<file path="src/rtl/serial_subtractor_if.sv">
// Bus between a controller and the bit-serial subtractor: start/operands in,
// busy/done/result out. The signed-overflow flag exists only when
// SERIAL_SUB_OVF_EN is defined. state_dbg mirrors the FSM state for observation.
//
// Handshake: start is sampled only when busy=0 and done=0 (IDLE); the edge that
// samples start=1 also captures ip1/ip2. done is a one-cycle pulse, and
// difference/borrow (and ovf) are valid from that pulse until the next done.
interface serial_subtractor_if #(
  parameter int WIDTH = 8
) ();
  logic             start;
  logic [WIDTH-1:0] ip1;
  logic [WIDTH-1:0] ip2;
  logic             busy;
  logic             done;
  logic [WIDTH-1:0] difference;
  logic             borrow;
  logic [1:0]       state_dbg;
`ifdef SERIAL_SUB_OVF_EN
  logic             ovf;
`endif

  modport master (
    output start, ip1, ip2,
    input  busy, done, difference, borrow, state_dbg
`ifdef SERIAL_SUB_OVF_EN
    , input ovf
`endif
  );

  modport slave (
    input  start, ip1, ip2,
    output busy, done, difference, borrow, state_dbg
`ifdef SERIAL_SUB_OVF_EN
    , output ovf
`endif
  );
endinterface

</file>
<file path="src/rtl/serial_subtractor.sv">
// Bit-serial LSB-first unsigned subtractor: difference = ip1 - ip2 mod 2^WIDTH.
// One full-subtractor cell is evaluated per clock and a borrow flip-flop chains
// the bits. Optional signed-overflow output is enabled by SERIAL_SUB_OVF_EN.
module serial_subtractor #(
  parameter int WIDTH = 8
) (
  input  logic                 clk,
  input  logic                 rst,
  serial_subtractor_if.slave   bus
);

  localparam int CW = $clog2(WIDTH);
  localparam logic [CW-1:0] LAST = CW'(WIDTH - 1);

  typedef enum logic [1:0] {
    IDLE  = 2'd0,
    SHIFT = 2'd1,
    DONE  = 2'd2
  } state_t;

  state_t             state_q, state_d;
  logic [WIDTH-1:0]   a_q, a_d;
  logic [WIDTH-1:0]   b_q, b_d;
  // Holds the WIDTH-1 low result bits already produced; the final bit joins
  // them directly when the result is published.
  logic [WIDTH-2:0]   res_q, res_d;
  logic [CW-1:0]      cnt_q, cnt_d;
  logic               brw_q, brw_d;
  logic [WIDTH-1:0]   diff_q, diff_d;
  logic               borrow_q, borrow_d;
`ifdef SERIAL_SUB_OVF_EN
  logic               ovf_q, ovf_d;
`endif

  // Full-subtractor cell on the current LSBs.
  logic bit_a, bit_b, bit_d, bit_bout;

  // Next-state, datapath and FSM transitions.
  always_comb begin
    state_d  = state_q;
    a_d      = a_q;
    b_d      = b_q;
    res_d    = res_q;
    cnt_d    = cnt_q;
    brw_d    = brw_q;
    diff_d   = diff_q;
    borrow_d = borrow_q;
`ifdef SERIAL_SUB_OVF_EN
    ovf_d    = ovf_q;
`endif

    bit_a    = a_q[0];
    bit_b    = b_q[0];
    bit_d    = bit_a ^ bit_b ^ brw_q;
    bit_bout = (~bit_a & bit_b) | (~(bit_a ^ bit_b) & brw_q);

    case (state_q)
      IDLE: begin
        if (bus.start) begin
          a_d     = bus.ip1;
          b_d     = bus.ip2;
          brw_d   = 1'b0;
          cnt_d   = '0;
          state_d = SHIFT;
        end
      end
      SHIFT: begin
        a_d   = a_q >> 1;
        b_d   = b_q >> 1;
        res_d = (WIDTH-1)'({bit_d, res_q} >> 1);
        brw_d = bit_bout;
        cnt_d = cnt_q + CW'(1);
        if (cnt_q == LAST) begin
          diff_d   = {bit_d, res_q};
          borrow_d = bit_bout;
`ifdef SERIAL_SUB_OVF_EN
          // On the last bit a/b are the original operand MSBs.
          ovf_d    = (bit_a != bit_b) && (bit_d != bit_a);
`endif
          cnt_d    = '0;
          state_d  = DONE;
        end
      end
      DONE: begin
        state_d = IDLE;
      end
      default: begin
        state_d = IDLE;
      end
    endcase
  end

  // State and datapath registers; asynchronous reset discards any partial result.
  always_ff @(posedge clk or posedge rst) begin
    if (rst) begin
      state_q  <= IDLE;
      a_q      <= '0;
      b_q      <= '0;
      res_q    <= '0;
      cnt_q    <= '0;
      brw_q    <= 1'b0;
      diff_q   <= '0;
      borrow_q <= 1'b0;
`ifdef SERIAL_SUB_OVF_EN
      ovf_q    <= 1'b0;
`endif
    end else begin
      state_q  <= state_d;
      a_q      <= a_d;
      b_q      <= b_d;
      res_q    <= res_d;
      cnt_q    <= cnt_d;
      brw_q    <= brw_d;
      diff_q   <= diff_d;
      borrow_q <= borrow_d;
`ifdef SERIAL_SUB_OVF_EN
      ovf_q    <= ovf_d;
`endif
    end
  end

  assign bus.busy       = (state_q == SHIFT);
  assign bus.done       = (state_q == DONE);
  assign bus.difference = diff_q;
  assign bus.borrow     = borrow_q;
  assign bus.state_dbg  = state_q;
`ifdef SERIAL_SUB_OVF_EN
  assign bus.ovf        = ovf_q;
`endif

endmodule
</file>
<file path="src/flat_wrapper.sv">
// flat-port wrapper written by rule: the top's interface ports become plain ports
module serial_subtractor_flat 
#(
  parameter int WIDTH = 8
)
  (clk, rst, bus_start, bus_ip1, bus_ip2, bus_busy, bus_done, bus_difference, bus_borrow, bus_state_dbg);
  serial_subtractor_if #(.WIDTH(WIDTH)) bus_i ();
  input  logic clk;
  input  logic rst;
  input wire logic [$bits(bus_i.start)-1:0] bus_start;
  input wire logic [$bits(bus_i.ip1)-1:0] bus_ip1;
  input wire logic [$bits(bus_i.ip2)-1:0] bus_ip2;
  output wire logic [$bits(bus_i.busy)-1:0] bus_busy;
  output wire logic [$bits(bus_i.done)-1:0] bus_done;
  output wire logic [$bits(bus_i.difference)-1:0] bus_difference;
  output wire logic [$bits(bus_i.borrow)-1:0] bus_borrow;
  output wire logic [$bits(bus_i.state_dbg)-1:0] bus_state_dbg;
  assign bus_i.start = bus_start;
  assign bus_i.ip1 = bus_ip1;
  assign bus_i.ip2 = bus_ip2;
  assign bus_busy = bus_i.busy;
  assign bus_done = bus_i.done;
  assign bus_difference = bus_i.difference;
  assign bus_borrow = bus_i.borrow;
  assign bus_state_dbg = bus_i.state_dbg;
  serial_subtractor #(.WIDTH(WIDTH)) u_core (.clk(clk), .rst(rst), .bus(bus_i));
endmodule
</file>
<file path="config.mk">
export PLATFORM = sky130hd
export DESIGN_NAME = serial_subtractor_flat
export DESIGN_NICKNAME = d
export VERILOG_FILES = /design/src/rtl/serial_subtractor_if.sv /design/src/rtl/serial_subtractor.sv /design/src/flat_wrapper.sv
export SDC_FILE = /design/constraint.sdc
export NUM_CORES = 1
export LEC_CHECK = 0
export ABC_AREA = 0
export ABC_CLOCK_PERIOD_IN_PS = 2000
export BUFFER_PORTS_ARGS = -buffer_cell sky130_fd_sc_hd__clkbuf_2
export CORE_UTILIZATION = 35
export CTS_CLUSTER_SIZE = 12
export DETAILED_ROUTE_END_ITERATION = 16
export PLACE_DENSITY = 0.54
export SLEW_MARGIN = 20
export SYNTH_ARGS = -nofsm -noshare
export SYNTH_HDL_FRONTEND = slang
export SYNTH_SLANG_ARGS = --single-unit
</file>
<file path="constraint.sdc">
create_clock -name clk -period 2 [get_ports clk]
set_input_delay 0.4 -clock clk [delete_from_list [all_inputs] [get_ports clk]]
set_output_delay 0.4 -clock clk [all_outputs]
set_load 0.1 [all_outputs]
</file>
==> impl_results.md <==
- Status: complete, no violations
- Crit path launch type: flip-flop
- Final Hold Fails: 0
- Synth area leader: dfrtp_1
- Initial DRC Count: between 40 and 50
- All-Layer GR Usage: about 14%
- Worst path buffer plus inverter count: 1
- Post-DR wirelength/cell: between 10 and 15 um
- Max-slew violation count: 0
- Placed Area: around 2300 um^2
- Final setup fails: 0
- Core box area: between 5000 and 6000 um^2
- Netlist cell types: 23
- Max layer used: met4
- Sequential area share after synthesis: a little under half
- Least-Margin Pin Slew: 0.543 ns
- Setup Buffers After CTS: 0
- Drt drc: 0
- Fill count: slightly above 500
- CP required: around 1.6 ns
- Met1 Wirelength: around 1700 um
- Cells after Synth: about 140
- Delay-heaviest family, CP: flip-flops
- Antenna Cells: 0
- Die area: 6060 um^2
- Number of vias per cell: approximately 4.8
- PnR Total Power: about 4.6 mW
- Mean post-synth cell area: roughly 14 um^2
- Die Height: 77.9 um
- First-pass GRT wire length: roughly 6300 um
- Achievable frequency: between 500 and 600 MHz
- # hold bufs at CTS: 0
- I/O pin total: 32
- Share of layout cells above drive strength 1: 55.6%
- Remaining global-route overflow: 0
- Setup TNS: 0 ns
- Leakage power: roughly 1.1 nW
- Mapped Area: 2010 um^2
- Nets: about 200
- Routed via count: 1206
- 1st-pass router iterations: 4
- Root buffer cell: clkbuf_8
- Fin util: 44.0%
- Most common cell after layout, fill and taps aside: dfrtp_1
- Maximum vdd drop: around 0.0009 V
- Synth Warn #: 0
- RSZ-0062 raised after global routing: false
- CP endpoint kind: output pin
- Worst relative slew slack: between 60 and 70%
- CP Cell Sequence: nor2b_4, buf_12
- Power density cells: 1900 nW/um^2
- Met2 WL post-DR: ~1700 um
- Largest net degree at the start of global routing: 39
- Port buffer count: 31
- Slowest cell on crit path: dfrtp_2
- Routed Wire Length: roughly 3600 um
- Fin area: 2440 um^2
- Num CTS Buffers: 5
- Clock transition at path regs: about 0.08 ns
- Tcrit/Tclk final: a little under 90%
- CTS H-tree depth: 2
- Metal3 WL: between 100 and 150 um
- Hpwl dp: 2600 um
- Tmin final: around 1.7 ns
- Maxcap violations: 0
- Max stage delay on crit path: 0.50 ns
- Crit path DAT: ~1.3 ns
- Pre-CTS setup slack: 0.461 ns
- Max Buffers Root-to-Sink: 2
- Clock Latency Late Sink: ~0.29 ns
- Most frequent cells in the layout: 36 x dfrtp_1, 27 x clkbuf_2, 18 x inv_1
- P&R area growth vs syn: 20.9%
- Cells taking the most area after synthesis: dfrtp_1 47%, mux2_4 10%, nor4b_2 10%
- Flops & latches, synth: 38
- Final setup margin: roughly 0.26 ns
- Mapped Nets: 164
- Hold Crit Class: input pin to async pin
- Crit path max fanout: 7
- Initial antenna violation count: 0
- # clock sinks: 38
- Die width: roughly 80 um
- Row cnt: 27
- CTS tree: built
- Detail Route Antenna Nets: 0
- WS Path Type: flip-flop to output pin
- Clock skew: 0.00689 ns
- Synth top area share: a little under half
- Starting density of the core: approximately 36%
- Final GP Congestion: approximately 0.75
- Vias in the first global route: approximately 1300
- Post-CTS sizing: 0
[report_power, final]
part	internal, mW	switching, mW	total (mW)
Sequential	1.15	0.255	1.40
Clock	0.500	0.285	0.784
Combinational	0.930	1.52	2.45
[state kept, by name, indices dropped and copies added (netlist names)]
name / flops
u_core.brw_q: 1
u_core.bus.borrow: 1
u_core.b_q: 8
u_core.bus.state_dbg: 2
u_core.res_q: 7
u_core.bus.difference: 8
u_core.cnt_q: 3
u_core.a_q: 8
[cells by family after synthesis]
family,count (synthesis),synth area share [%]
AOI/OAI and AO/OA,21,12.3
adders and majority gates,3,2.24
DFF,38,47.2
muxes,17,12.1
and+or+nand+nor,33,17.9
buffers and inverters,30,8.26
[synthesized netlist by cell type (all sizes together)]
library cell	number
dfrtp	38
inv	18
mux2	17
nor3b	14
nor4b	14
a211oi	12
buf	10
a22o	5
a221oi	2
clkbuf	2
ha	2
nand2b	2
nor2b	2
a21oi	1
fa	1
nand3b	1
o21bai	1
[final cells by class]
| type | instances | area, um^2 | area share [%] |
|---|---|---|---|
| multi-input combinational | 74 | 905 | 37.1 |
| sequential | 38 | 953 | 39.1 |
| clock inverter | 3 | 68.8 | 2.82 |
| clock buffer | 5 | 68.8 | 2.82 |
| timing repair buffer | 40 | 283 | 11.6 |
| inverter | 18 | 67.6 | 2.77 |
| tap | 72 | 90.1 | 3.70 |
[routing by layer]
layer	global-route usage [%]	up-vias
met2	21.5	32
met5	0	-
met3	3.41	8
li1	-	575
met1	17.4	591
met4	6.23	0
[per-stage QoR]
step	hold slack [ns]	instances
final	0.207	250
after global routing	0.254	250
after CTS	0.222	250
after detailed placement	0.493	242
after global placement	0.491	242
after floorplan	0.466	142
[worst register-to-register path: cells and delay by family, from the launching register on]
kind,cells,cell delay (ns)
buffers and inverters,1,0.22
muxes,1,0.32
DFF,1,0.39
adders and majority gates,2,0.40
and+or+nand+nor,1,0.09
[path summary, 6_finish.rpt]
kind / startpoint / endpoint / slack, ns / cells after the start
min: rst / u_core.bus.difference[4] / 0.21 / 3
min reg2reg: u_core.cnt_q[1] / u_core.cnt_q[1] / 0.51 / 1
max reg2reg: u_core.cnt_q[0] / u_core.bus.borrow / 0.48 / 5
max: u_core.bus.state_dbg[0] / bus_busy / 0.26 / 2
min in group clk: bus_ip1[7] / u_core.a_q[7] / 0.33 / 2
max in group asynchronous: rst / u_core.bus.state_dbg[0] / 1.42 / 3
Note: power is estimated with default switching activity, not from simulation.
